--- src/rtl/instr_decode_pkg.sv ---
// rtl/instr_decode_pkg.sv - opcode/funct constants, ALU encodings and decoded-control struct
package instr_decode_pkg;

    localparam logic [5:0] OP_RTYPE = 6'h00;
    localparam logic [5:0] OP_J     = 6'h02;
    localparam logic [5:0] OP_JAL   = 6'h03;
    localparam logic [5:0] OP_BEQ   = 6'h04;
    localparam logic [5:0] OP_BNE   = 6'h05;
    localparam logic [5:0] OP_ADDI  = 6'h08;
    localparam logic [5:0] OP_XORI  = 6'h0E;
    localparam logic [5:0] OP_LW    = 6'h23;
    localparam logic [5:0] OP_SW    = 6'h2B;

    localparam logic [5:0] FN_JR    = 6'h08;
    localparam logic [5:0] FN_ADD   = 6'h20;
    localparam logic [5:0] FN_SUB   = 6'h22;
    localparam logic [5:0] FN_SLT   = 6'h2A;

    localparam int DEF_RA_REG = 31;

    typedef enum logic [2:0] {
        ALU_ADD = 3'b000,
        ALU_SUB = 3'b001,
        ALU_XOR = 3'b010,
        ALU_SLT = 3'b011
    } alu_ctrl_e;

    typedef enum logic [1:0] {
        DST_NONE = 2'd0,
        DST_RD   = 2'd1,
        DST_RT   = 2'd2,
        DST_RA   = 2'd3
    } dst_sel_e;

    typedef struct packed {
        logic      jump;
        logic      jump_reg;
        logic      branch;
        logic      inv_zero;
        logic      reg_write;
        logic      mem_write;
        logic      mem_to_reg;
        logic      alu_src;
        alu_ctrl_e alu_ctrl;
        dst_sel_e  dst_sel;
        logic      illegal;
    } ctrl_t;

    // Opcodes whose rt field is a source operand (matters for load-use compare).
    function automatic logic reads_rt(input logic [5:0] op);
        return (op == OP_RTYPE) || (op == OP_SW) || (op == OP_BEQ) || (op == OP_BNE);
    endfunction

endpackage

--- src/rtl/instr_decode_stage_decoder.sv ---
// rtl/instr_decode_stage_decoder.sv - combinational instruction word to control struct
module instr_decoder
    import instr_decode_pkg::*;
(
    input  logic [31:0] instr_i,
    output ctrl_t       ctrl_o
);

    logic [5:0] op;
    logic [5:0] funct;

    assign op    = instr_i[31:26];
    assign funct = instr_i[5:0];

    always_comb begin
        ctrl_o = '0;
        case (op)
            OP_RTYPE: begin
                case (funct)
                    FN_ADD: begin
                        ctrl_o.reg_write = 1'b1;
                        ctrl_o.dst_sel   = DST_RD;
                        ctrl_o.alu_ctrl  = ALU_ADD;
                    end
                    FN_SUB: begin
                        ctrl_o.reg_write = 1'b1;
                        ctrl_o.dst_sel   = DST_RD;
                        ctrl_o.alu_ctrl  = ALU_SUB;
                    end
                    FN_SLT: begin
                        ctrl_o.reg_write = 1'b1;
                        ctrl_o.dst_sel   = DST_RD;
                        ctrl_o.alu_ctrl  = ALU_SLT;
                    end
                    FN_JR:   ctrl_o.jump_reg = 1'b1;
                    default: ctrl_o.illegal  = 1'b1;
                endcase
            end
            OP_LW: begin
                ctrl_o.reg_write  = 1'b1;
                ctrl_o.mem_to_reg = 1'b1;
                ctrl_o.alu_src    = 1'b1;
                ctrl_o.dst_sel    = DST_RT;
            end
            OP_SW: begin
                ctrl_o.mem_write = 1'b1;
                ctrl_o.alu_src   = 1'b1;
            end
            OP_ADDI: begin
                ctrl_o.reg_write = 1'b1;
                ctrl_o.alu_src   = 1'b1;
                ctrl_o.dst_sel   = DST_RT;
            end
            OP_XORI: begin
                ctrl_o.reg_write = 1'b1;
                ctrl_o.alu_src   = 1'b1;
                ctrl_o.dst_sel   = DST_RT;
                ctrl_o.alu_ctrl  = ALU_XOR;
            end
            OP_BEQ: begin
                ctrl_o.branch   = 1'b1;
                ctrl_o.alu_ctrl = ALU_SUB;
            end
            OP_BNE: begin
                ctrl_o.branch   = 1'b1;
                ctrl_o.inv_zero = 1'b1;
                ctrl_o.alu_ctrl = ALU_SUB;
            end
            OP_J:   ctrl_o.jump = 1'b1;
            OP_JAL: begin
                ctrl_o.jump      = 1'b1;
                ctrl_o.reg_write = 1'b1;
                ctrl_o.dst_sel   = DST_RA;
            end
            default: ctrl_o.illegal = 1'b1;
        endcase
    end

endmodule

--- src/rtl/instr_decode_stage.sv ---
// rtl/instr_decode_stage.sv - IF/ID register with stall/flush priority and load-use hazard detect
module instr_decode_stage
    import instr_decode_pkg::*;
#(
    parameter int PC_W   = 30,
    parameter int RA_REG = DEF_RA_REG
) (
    input  logic            clk,
    input  logic            reset,
    input  logic            in_valid,
    input  logic [31:0]     instr_in,
    input  logic [PC_W-1:0] pc_in,
    input  logic            stall_in,
    input  logic            flush,
    output logic            out_valid,
    output logic [PC_W-1:0] pc_out,
    output logic            Jump,
    output logic            JumpReg,
    output logic            Branch,
    output logic            InvZero,
    output logic [25:0]     TargetInstr,
    output logic [15:0]     imm16,
    output logic [4:0]      rs,
    output logic [4:0]      rt,
    output logic [4:0]      wr_reg,
    output logic            RegWrite,
    output logic            MemWrite,
    output logic            MemToReg,
    output logic            ALUSrc,
    output logic [2:0]      ALUCtrl,
    output logic            illegal,
    output logic            hazard_stall
);

    localparam logic [4:0] RA_IDX = RA_REG[4:0];

    logic            valid_q, valid_d;
    logic [31:0]     instr_q, instr_d;
    logic [PC_W-1:0] pc_q,    pc_d;
    ctrl_t           ctrl;
    logic            held_lw;
    logic [4:0]      held_rt;

    instr_decoder u_decoder (
        .instr_i (instr_q),
        .ctrl_o  (ctrl)
    );

    // A held lw with a nonzero rt blocks any consumer arriving right behind it.
    assign held_rt = instr_q[20:16];
    assign held_lw = valid_q && (instr_q[31:26] == OP_LW) && (held_rt != 5'd0);
    assign hazard_stall = !flush && held_lw && in_valid &&
                          ((instr_in[25:21] == held_rt) ||
                           (reads_rt(instr_in[31:26]) && (instr_in[20:16] == held_rt)));

    always_comb begin
        valid_d = valid_q;
        instr_d = instr_q;
        pc_d    = pc_q;
        if (flush || (!stall_in && hazard_stall)) begin
            valid_d = 1'b0;
            instr_d = '0;
            pc_d    = '0;
        end else if (!stall_in) begin
            valid_d = in_valid;
            instr_d = instr_in;
            pc_d    = pc_in;
        end
    end

    always_ff @(posedge clk) begin
        if (reset) begin
            valid_q <= 1'b0;
            instr_q <= '0;
            pc_q    <= '0;
        end else begin
            valid_q <= valid_d;
            instr_q <= instr_d;
            pc_q    <= pc_d;
        end
    end

    assign out_valid   = valid_q;
    assign pc_out      = pc_q;
    assign TargetInstr = instr_q[25:0];
    assign imm16       = instr_q[15:0];
    assign rs          = instr_q[25:21];
    assign rt          = instr_q[20:16];

    assign Jump     = valid_q & ctrl.jump;
    assign JumpReg  = valid_q & ctrl.jump_reg;
    assign Branch   = valid_q & ctrl.branch;
    assign InvZero  = valid_q & ctrl.inv_zero;
    assign RegWrite = valid_q & ctrl.reg_write;
    assign MemWrite = valid_q & ctrl.mem_write;
    assign MemToReg = valid_q & ctrl.mem_to_reg;
    assign ALUSrc   = valid_q & ctrl.alu_src;
    assign ALUCtrl  = valid_q ? ctrl.alu_ctrl : ALU_ADD;
    assign illegal  = valid_q & ctrl.illegal;

    always_comb begin
        wr_reg = 5'd0;
        if (valid_q) begin
            case (ctrl.dst_sel)
                DST_RD:  wr_reg = instr_q[15:11];
                DST_RT:  wr_reg = instr_q[20:16];
                DST_RA:  wr_reg = RA_IDX;
                default: wr_reg = 5'd0;
            endcase
        end
    end

endmodule

--- config.mk ---
export PLATFORM = sky130hd
export DESIGN_NAME = instr_decode_stage
export DESIGN_NICKNAME = d
export VERILOG_FILES = /design/src/rtl/instr_decode_pkg.sv /design/src/rtl/instr_decode_stage_decoder.sv /design/src/rtl/instr_decode_stage.sv
export SDC_FILE = /design/constraint.sdc
export NUM_CORES = 1
export LEC_CHECK = 0
export BUFFER_PORTS_ARGS = -buffer_cell sky130_fd_sc_hd__buf_2
export CAP_MARGIN = 15
export CORE_MARGIN = 8
export CORE_UTILIZATION = 42
export CTS_BUF_LIST = sky130_fd_sc_hd__clkbuf_8
export DETAILED_ROUTE_END_ITERATION = 8
export PLACE_DENSITY = 0.83
export SLEW_MARGIN = 20
export SYNTH_ARGS = -nofsm -noshare
export SYNTH_HDL_FRONTEND = slang
export SYNTH_SLANG_ARGS = --single-unit
--- constraint.sdc ---
create_clock -name clk -period 2.46 [get_ports clk]
set_input_delay 0.492 -clock clk [delete_from_list [all_inputs] [get_ports clk]]
set_output_delay 0.492 -clock clk [all_outputs]
set_load 0.05 [all_outputs]
==> flow_summary_export.csv, run 1 <==
group,metric,value,unit
critical_path,crit_path_end_kind,"output port",
critical_path,r2r_start,"instr_q[29]",
detailed_routing,firstDrtPassIters,4,
detailed_routing,drtIter0Drc,94,
detailed_routing,num_vias,3009,
final_layout,finalNonFillerCells,626,
global_route,antenna_found_initial,1,
power,clockPowerShare,41.0,%
sta,finalClockSkew,0.0121,ns
yosys,synthCells,403,
yosys,synth_edf_count,0,
yosys,yosysSeqAreaShare,40.5,%
detailed_routing,drc,0,
clock_network,cts.sinks,63,
yosys,ys_dominant_reg_cell,"dfxtp_1",
clock_network,clk_transition_reported_paths,0.08,ns
sta,finalCritPeriodShare,102,%
yosys,yosys.cell_count.top_type,"nand2_1",
floorplanning,boundaryPins,168,
detailed_routing,routed_via_density,4.81,
yosys,post_synth_num_cell_types,33,
power,p_sw_share,28.9,%
yosys,synthArstFlopShare,0,%
outcome,violations,"setup timing",
floorplanning,die_h,102,um
power,power_leakage,1.94,nW
power,p_per_area,604,nW/um^2
clock_network,clk_latency,0.34,ns
critical_path,critPathBufInv,2,
sta,max_slew_margin,57.1,%
yosys,yosysWarningCount,0,
sta,finalHoldViolCount,0,
flow_run,drv_cap,0,
power,combPwrFrac,15.8,%
place,dp_cells,605,
sta,drv_slew,0,
global_route,overflow,0,
global_route,track_usage,16.8,%
clock_network,cts_max_path_buffers,2,
power,internal_power,0.00178,W
sta,rsz0062_at_grt,"yes",
power,ir_drop,0.345,mV
detailed_routing,wirelength,8.91,mm
floorplanning,coreArea,7210,um^2
final_layout,seqCellArea,1270,um^2
final_layout,fin_nets,589,
place,place_congestion,0.838,
place,io_buffers,166,
final_layout,antenna_cells,0,
global_route,grt_pass1_vias,2993,
critical_path,rrSetupSlack,0.26,ns
detailed_routing,ant_nets,0,
floorplanning,die_area,10400,um^2
sta,timing.setup.tns,-0.0406,ns
critical_path,crit_chain,"buf_6, or4_4, a2111o_1, a21oi_4, nor2b_4, buf_8",
yosys,synth_top_area_share,40.5,%
power,pwr-share-seq,43.2,%
final_layout,final_layout_size_suffix_gt1_share,45.9,%
critical_path,r2r_end,"instr_q[25]",
yosys,synth-seq-cells,63,
place,dp_hpwl,6.53,mm
critical_path,worst-path-stages,6,
yosys,synth.avg_cell_area,7.72,um^2
floorplanning,rows,31,
sta,worst_pin_slew,0.643,ns
yosys,synth_nets,470,
critical_path,crit_path_top_delay_cell,"or4_4",
critical_path,cp-endpoint,"hazard_stall",
final_layout,multiInputGateArea,1480,um^2
sta,setup-violations-final,1,
global_route,grt_max_degree,64,
critical_path,critPathRequiredTime,1.97,ns
critical_path,r2r_cells,7,
final_layout,nFillCells,692,
yosys,synth_top_cell_by_area,"dfxtp_1",
floorplanning,die_x,102,um
yosys,synth.top_cells.by_area,"dfxtp_1 (41%), nand2_1 (16%), buf_4 (13%)",
critical_path,cp.arrival,2.01,ns
yosys,syn_area,3110,um^2
floorplanning,start_util,43.1,%
sta,fin_ws,-0.0406,ns
hold_path,holdCritPathClass,"input port to flop",
sta,fmax,400,MHz
critical_path,path_delay_family,"simple AND/OR/NAND/NOR gates",
critical_path,cp-startpoint,"instr_in[27]",
global_route,grt_pass1_wl,14.0,mm
critical_path,slowest_delay,0.52,ns
clock_network,cts-root-buf,"clkbuf_8",
clock_network,tritoncts,"built",
clock_network,numCtsBuffers,9,
final_layout,syn_to_final_growth,33.2,%
critical_path,critPathMaxFanout,2,
detailed_routing,wl_per_cell,14.2,um
yosys,synth_common_cells,"nand2_1 (135), dfxtp_1 (63), buf_4 (53)",
clock_network,holdBufCountCts,0,
outcome,status,"finished, violations left",
power,p_switching,0.000724,W
sta,period_needed,2.50,ns
critical_path,crit_type,"input port to output port",
critical_path,start_kind,"input port",
clock_network,ctsHtreeMaxLevel,3,
==> worst min-delay path by stage <==
| stage | startpoint | end | slack [ns] | cells past startpoint |
|---|---|---|---|---|
| finish | pc_in[5] | pc_out[5] | 0.38 | 3 |
| global route | pc_in[5] | pc_out[5] | 0.36 | 3 |
| CTS | pc_in[5] | pc_out[5] | 0.36 | 3 |
| detailed placement | pc_out[2] | pc_out[2] | 0.43 | 2 |
| global placement | pc_out[21] | pc_out[21] | 0.43 | 2 |
| floorplan | instr_q[10] | instr_q[10] | 0.45 | 2 |
==> logic make-up after synthesis <==
group	count (synthesis)	synth area share (%)
other cells	1	0.121
xor+xnor	12	3.38
simple gates	173	23.6
flops	63	40.5
buf+inv	76	17.0
compound gates	78	15.3
==> cell type report <==
cell class              count  share of cell area (%)
multi-input cells         264                    35.7
flip-flops and latches     63                    30.7
repair buffers            184                    25.0
clock buffers              10                    3.32
well taps                  99                    2.99
clock inverters             6                    2.23
==> power groups by stage <==
stage	Clock, W	Sequential, W	Combinational (W)
2_1_floorplan	0	0.00116	0.000231
3_3_place_gp	0	0.00110	0.000376
3_5_place_dp	0	0.00110	0.000382
4_1_cts	0.00105	0.00108	0.000393
5_1_grt	0.00110	0.00109	0.000422
6_report	0.00102	0.00108	0.000396
==> through the flow <==
stage	setup WS, ns	util (%)	power, W	hold WS (ns)	instance area [um^2]
after global routing	-0.0826	57.4	0.00260	0.363	4140
after CTS	-0.0413	56.3	0.00252	0.357	4060
after detailed placement	-0.258	51.0	0.00148	0.434	3680
final	-0.0406	57.4	0.00250	0.377	4140
after floorplan	-0.236	-	0.00139	0.449	3150
after global placement	-0.232	51.0	0.00148	0.429	3680
==> placed cells by master, fill, tap and decap left out, types with 2 or more instances in the layout <==
cell type   netlist  routed
buf_2             0     153
nand2_1         135     134
dfxtp_1          63      57
o21ai_0          43      43
buf_4            53      18
o21ai_2          10      10
o21ai_1          10      10
clkbuf_8          0      10
nor2_1            8       8
buf_6             6       8
xnor2_1           7       7
nand4_1           5       5
xor2_1            5       5
o2bb2ai_2         0       4
dfxtp_2           0       4
clkbuf_4          0       4
nor3_2            0       3
nor2b_2           0       2
a21oi_2           0       2
nor3_1            6       2
nor2b_4           0       2
and2_1            2       2
a21oi_1           4       2
bufinv_16         0       2
clkinvlp_4        0       2
dfxtp_4           0       2
==> worst register-to-register path: stages, from the launching register on <==
cell and delay (ns):
dfxtp_1 0.33, buf_4 0.16, nand4bb_4 0.22, nor3_4 0.21
o211ai_1 0.18, a21oi_4 0.17, buf_4 0.53, o21ai_0 0.27
==> timing repair <==
item / 4_1_cts / 5_1_grt
resized for setup: 33 / 17
pin swaps: 11 / 7
setup endpoints to repair: 9 / 12
endpoints found under the hold margin: 0 / 0
buffers inserted: 2 / 3
==> sequential cells by signal (all words and copies together), names as in the netlist <==
name	flops
instr_q	32
pc_out	30
out_valid	1
==> layer usage <==
metal / global-route usage, % / vias to the layer above / share of wire, %
li1: - / 1505 / -
met1: 17.9 / 1354 / 38
met2: 27.6 / 122 / 47
met3: 6.95 / 26 / 11
met4: 9.03 / 2 / 3.1
met5: 0 / - / 0.13
(Power assumes the default switching activity.)
==> inputs of run 2 (changes only) <==
- ABC_AREA: unset -> 1
- CORE_UTILIZATION: 42 -> 43
==> flow_summary_export.csv, run 2 <==
group,metric,value,unit
global_route,track_usage,16.1,%
floorplanning,die_h,104,um
floorplanning,die_x,104,um
floorplanning,boundaryPins,168,
global_route,overflow,0,
detailed_routing,firstDrtPassIters,4,
sta,finalCritPeriodShare,93.1,%
sta,drv_slew,0,
detailed_routing,wl_per_cell,13.5,um
yosys,yosysSeqAreaShare,38.2,%
critical_path,critPathRequiredTime,1.97,ns
critical_path,crit_path_end_kind,"output port",
final_layout,final_common_cell,"buf_2",
critical_path,start_kind,"flop",
clock_network,clk_transition_reported_paths,0.07,ns
yosys,synthCells,425,
floorplanning,rows,32,
critical_path,cp.arrival,1.80,ns
yosys,yosysWarningCount,0,
power,power_leakage,2.27,nW
critical_path,critPathMaxFanout,6,
detailed_routing,routed_via_density,4.65,
flow_run,drv_cap,0,
global_route,grt_max_degree,36,
floorplanning,coreArea,7610,um^2
final_layout,largest_register_ffs,32,
critical_path,crit_type,"flop to output port",
power,p_total,0.00260,W
clock_network,cts.sinks,63,
sta,finalClockSkew,0.00948,ns
global_route,grt_pass1_wl,14.6,mm
clock_network,ctsHtreeMaxLevel,3,
yosys,synth-seq-cells,63,
global_route,antenna_found_initial,4,
sta,holdWs,0.399,ns
global_route,grt_pass1_vias,3107,
power,p_per_area,636,nW/um^2
final_layout,most-common-layout-cells,"buf_2 (159), nor2_1 (73), dfxtp_1 (63)",
floorplanning,die_area,10700,um^2
final_layout,regMostFlops,"instr_q",
place,dp_cells,629,
floorplanning,start_util,43.5,%
yosys,synth.avg_cell_area,7.78,um^2
clock_network,tritoncts,"built",
clock_network,numCtsBuffers,9,
detailed_routing,drtIter0Drc,77,
clock_network,clk_latency,0.34,ns
detailed_routing,wirelength,8.76,mm
yosys,post_synth_num_cell_types,29,
clock_network,cts_max_path_buffers,2,
place,dp_hpwl,6.95,mm
place,place_congestion,0.855,
outcome,status,"completed",
yosys,syn_area,3310,um^2
final_layout,syn_to_final_growth,23.7,%
final_layout,fin_nets,606,
final_layout,final_layout_size_suffix_gt1_share,39.8,%
yosys,yosys.cell_count.top_type,"nor2_1",
yosys,synth.top_cells.by_area,"dfxtp_1 (38%), mux2i_1 (13%), buf_4 (12%)",
sta,finalHoldViolCount,0,
yosys,synth_top_area_share,38.2,%
yosys,synth_nets,492,
power,ir_drop,0.316,mV
yosys,ys_dominant_reg_cell,"dfxtp_1",
detailed_routing,num_vias,3011,
detailed_routing,ant_nets,0,
yosys,synth_edf_count,0,
sta,fmax,437,MHz
yosys,synthArstFlopShare,0,%
sta,setup-violations-final,0,
detailed_routing,drc,0,
sta,rsz0062_at_grt,"no",
sta,timing.setup.tns,0,ns
clock_network,cts-root-buf,"clkbuf_8",
sta,period_needed,2.29,ns
final_layout,finalNonFillerCells,648,
yosys,synth_common_cells,"nor2_1 (77), dfxtp_1 (63), nand2_1 (62)",
place,io_buffers,166,
hold_path,holdCritPathClass,"input port to flop",
final_layout,fin_util,53.7,%
yosys,synth_top_cell_by_area,"dfxtp_1",
==> run 2: metrics by stage <==
step                instance area, um^2  setup WS [ns]
CTS                                4030        0.00702
global route                       4080         0.0168
global placement                   3790          0.327
detailed placement                 3790          0.249
floorplan                          3310         0.0421
finish                             4090          0.170
==> run 2: cell type report <==
| class | count | area, um^2 |
|---|---|---|
| flip-flops and latches | 63 | 1260 |
| inverters | 39 | 146 |
| clock inverters | 3 | 65.1 |
| repair buffers | 172 | 893 |
| multi-input cells | 254 | 1420 |
| fillers | 707 | 3520 |
| diodes | 3 | 7.51 |
| well taps | 102 | 128 |
| clock buffers | 12 | 165 |
==> run 2: what timing repair did <==
item	CTS	global route
hold buffers	0	0
buffers inserted	0	1
setup endpoints to repair	7	7
resized for setup	2	20
pin swaps	0	3
==> run 2: logic make-up (layout without fill, tap and decap cells) <==
logic type,Yosys count,count (layout),share of synthesized area (%)
and+or+nand+nor,175,175,22.6
buffers and inverters,108,226,20.2
DFF,63,63,38.2
muxes,44,44,13.3
AOI/OAI and AO/OA,31,31,4.85
xor gates and xnor gates,3,3,0.795
other,1,4,0.113
==> run 2: power breakdown <==
group / leakage, nW / switching, W / internal (W)
Combinational: 1.64 / 0.000342 / 0.000147
Clock: 0.118 / 0.000380 / 0.000646
Sequential: 0.514 / 0.0000297 / 0.00106
Total: 2.27 / 0.000751 / 0.00185
==> run 2: layer usage <==
metal  up-vias  track usage (%)  routed length [um]
met5         -                0                  12
met4         2             7.03                 181
met3        19             7.93                 842
met2       118             26.9                4230
met1      1353             16.6                3500
li1       1519                -                   -
==> run 2: worst paths after layout <==
check | to | depth (start not counted) | slack, ns | from
worst max register to register | instr_q[5] | 10 | 0.70 | instr_q[16]
worst min-delay path | pc_out[24] | 3 | 0.40 | pc_in[24]
worst max-delay path | wr_reg[4] | 9 | 0.17 | instr_q[5]
worst min register to register | pc_out[24] | 2 | 0.50 | pc_out[24]
==> run 2: critical path, cell delays in order (launching register included) <==
cell      delay, ns
dfxtp_1        0.37
inv_1          0.08
nor2_2         0.13
nand4_1        0.16
a21oi_4        0.25
nand2_1        0.08
nand3b_1       0.08
nand2_1        0.05
inv_1          0.05
clkbuf_4       0.22
==> inputs of run 3 (changes only) <==
- CORE_ASPECT_RATIO: unset -> 0.5
- TNS_END_PERCENT: unset -> 1
==> flow_summary_export.csv, run 3 (synthesis gave the netlist of run 2 again) <==
group,metric,value,unit
floorplanning,die_area,10900,um^2
final_layout,largest_register_ffs,32,
critical_path,r2r_start,"instr_q[16]",
sta,drv_slew,0,
power,p_per_area,590,nW/um^2
critical_path,start_kind,"flop",
detailed_routing,firstDrtPassIters,4,
global_route,grt_pass1_wl,13.8,mm
detailed_routing,num_vias,2943,
final_layout,nFillCells,711,
global_route,grt_max_degree,63,
detailed_routing,drc,0,
power,p_total,0.00237,W
sta,finalClockSkew,0.0102,ns
place,place_congestion,0.901,
clock_network,cts-root-buf,"clkbuf_8",
detailed_routing,drtIter0Drc,128,
clock_network,ctsHtreeMaxLevel,3,
power,ir_drop,0.286,mV
sta,fmax,422,MHz
final_layout,syn_to_final_growth,21.5,%
critical_path,critPathMaxFanout,6,
critical_path,crit_path_end_kind,"output port",
hold_path,worstHoldStart,"instr_in[12]",
floorplanning,coreArea,7380,um^2
global_route,overflow,0,
detailed_routing,ant_nets,0,
sta,finalHoldViolCount,0,
critical_path,cp.arrival,1.88,ns
power,power_leakage,2.25,nW
critical_path,crit_type,"flop to output port",
detailed_routing,routed_via_density,4.61,
hold_path,holdCritPathClass,"input port to flop",
detailed_routing,wl_per_cell,13.7,um
clock_network,holdBufCountCts,0,
final_layout,final_common_cell,"buf_2",
place,io_buffers,166,
sta,timing.setup.tns,0,ns
outcome,status,"completed",
final_layout,most-common-layout-cells,"buf_2 (158), nor2_1 (73), dfxtp_1 (63)",
clock_network,cts_max_path_buffers,2,
sta,setup-violations-final,0,
place,dp_hpwl,6.73,mm
critical_path,critPathRequiredTime,1.97,ns
floorplanning,rows,22,
critical_path,r2r_end,"pc_out[22]",
global_route,track_usage,15.4,%
final_layout,antenna_cells,0,
clock_network,tritoncts,"built",
final_layout,fin_nets,604,
hold_path,hold_depth,3,
critical_path,r2r_cells,10,
critical_path,rrSetupSlack,0.63,ns
detailed_routing,wirelength,8.72,mm
floorplanning,die_x,140,um
final_layout,final_layout_size_suffix_gt1_share,38.6,%
clock_network,clk_latency,0.34,ns
sta,finalCritPeriodShare,96.4,%
sta,period_needed,2.37,ns
clock_network,clk_transition_reported_paths,0.08,ns
clock_network,numCtsBuffers,9,
place,dp_worst_setup_slack,0.408,ns
global_route,antenna_found_initial,0,
floorplanning,start_util,44.8,%
flow_run,drv_cap,0,
final_layout,regMostFlops,"instr_q",
sta,fin_ws,0.0897,ns
sta,holdWs,0.395,ns
clock_network,cts.sinks,63,
floorplanning,boundaryPins,168,
global_route,grt_pass1_vias,2929,
floorplanning,die_h,78,um
hold_path,hold_end,"instr_q[12]",
## run 3: how the worst max path moves through the flow
stage,startpoint,to,slack (ns),cells past startpoint
global route,instr_q[30],wr_reg[0],-0.05,8
CTS,instr_q[30],wr_reg[4],0.01,10
detailed placement,instr_q[30],wr_reg[4],0.41,10
global placement,instr_q[30],wr_reg[4],0.45,10
finish,instr_q[30],wr_reg[0],0.09,8
floorplan,out_valid,ALUCtrl[1],0.04,4
## run 3: worst max-delay path, stage by stage (launching register included)
cell,delay (ns)
dfxtp_1,0.30
inv_1,0.13
nand2_2,0.11
nor2_2,0.12
nand4_1,0.21
nand3_4,0.19
a21oi_1,0.08
a21oi_1,0.15
clkbuf_4,0.26
## run 3: where the power goes
group	leakage, nW	total [W]	internal [W]	switching (W)
Clock	0.0895	0.000796	0.000387	0.000409
Combinational	1.64	0.000487	0.000149	0.000338
Sequential	0.514	0.00109	0.00106	0.0000302
## run 3: metal layers
metal	wire, um	GRT usage (%)	vias up	share of wire (%)
met3	516	6.17	10	5.9
met2	4710	29.4	94	54
li1	-	-	1505	-
met5	0	0	-	0
met1	3400	15.2	1334	39
met4	96	5.05	0	1.1
## run 3: repair_timing
action / 4_1_cts / 5_1_grt
setup buffers: 0 / 0
setup endpoints to repair: 0 / 7
resized for setup: 0 / 17
## run 3: metrics by stage
stage	instances	cell area, um^2	util, %
2_1_floorplan	425	3310	-
3_3_place_gp	622	3800	51.5
4_1_cts	638	3970	53.9
3_5_place_dp	622	3800	51.5
5_1_grt	638	4020	54.4
6_report	638	4020	54.4
## run 3: layout make-up
| type | count | area, um^2 | area share (%) |
|---|---|---|---|
| sequential | 63 | 1260 | 31.4 |
| clock inverter | 6 | 37.5 | 0.935 |
| inverter | 39 | 146 | 3.65 |
| clock buffer | 10 | 138 | 3.43 |
| multi-input combinational | 254 | 1410 | 35.0 |
| timing repair buffer | 170 | 906 | 22.6 |
| tap | 96 | 120 | 2.99 |
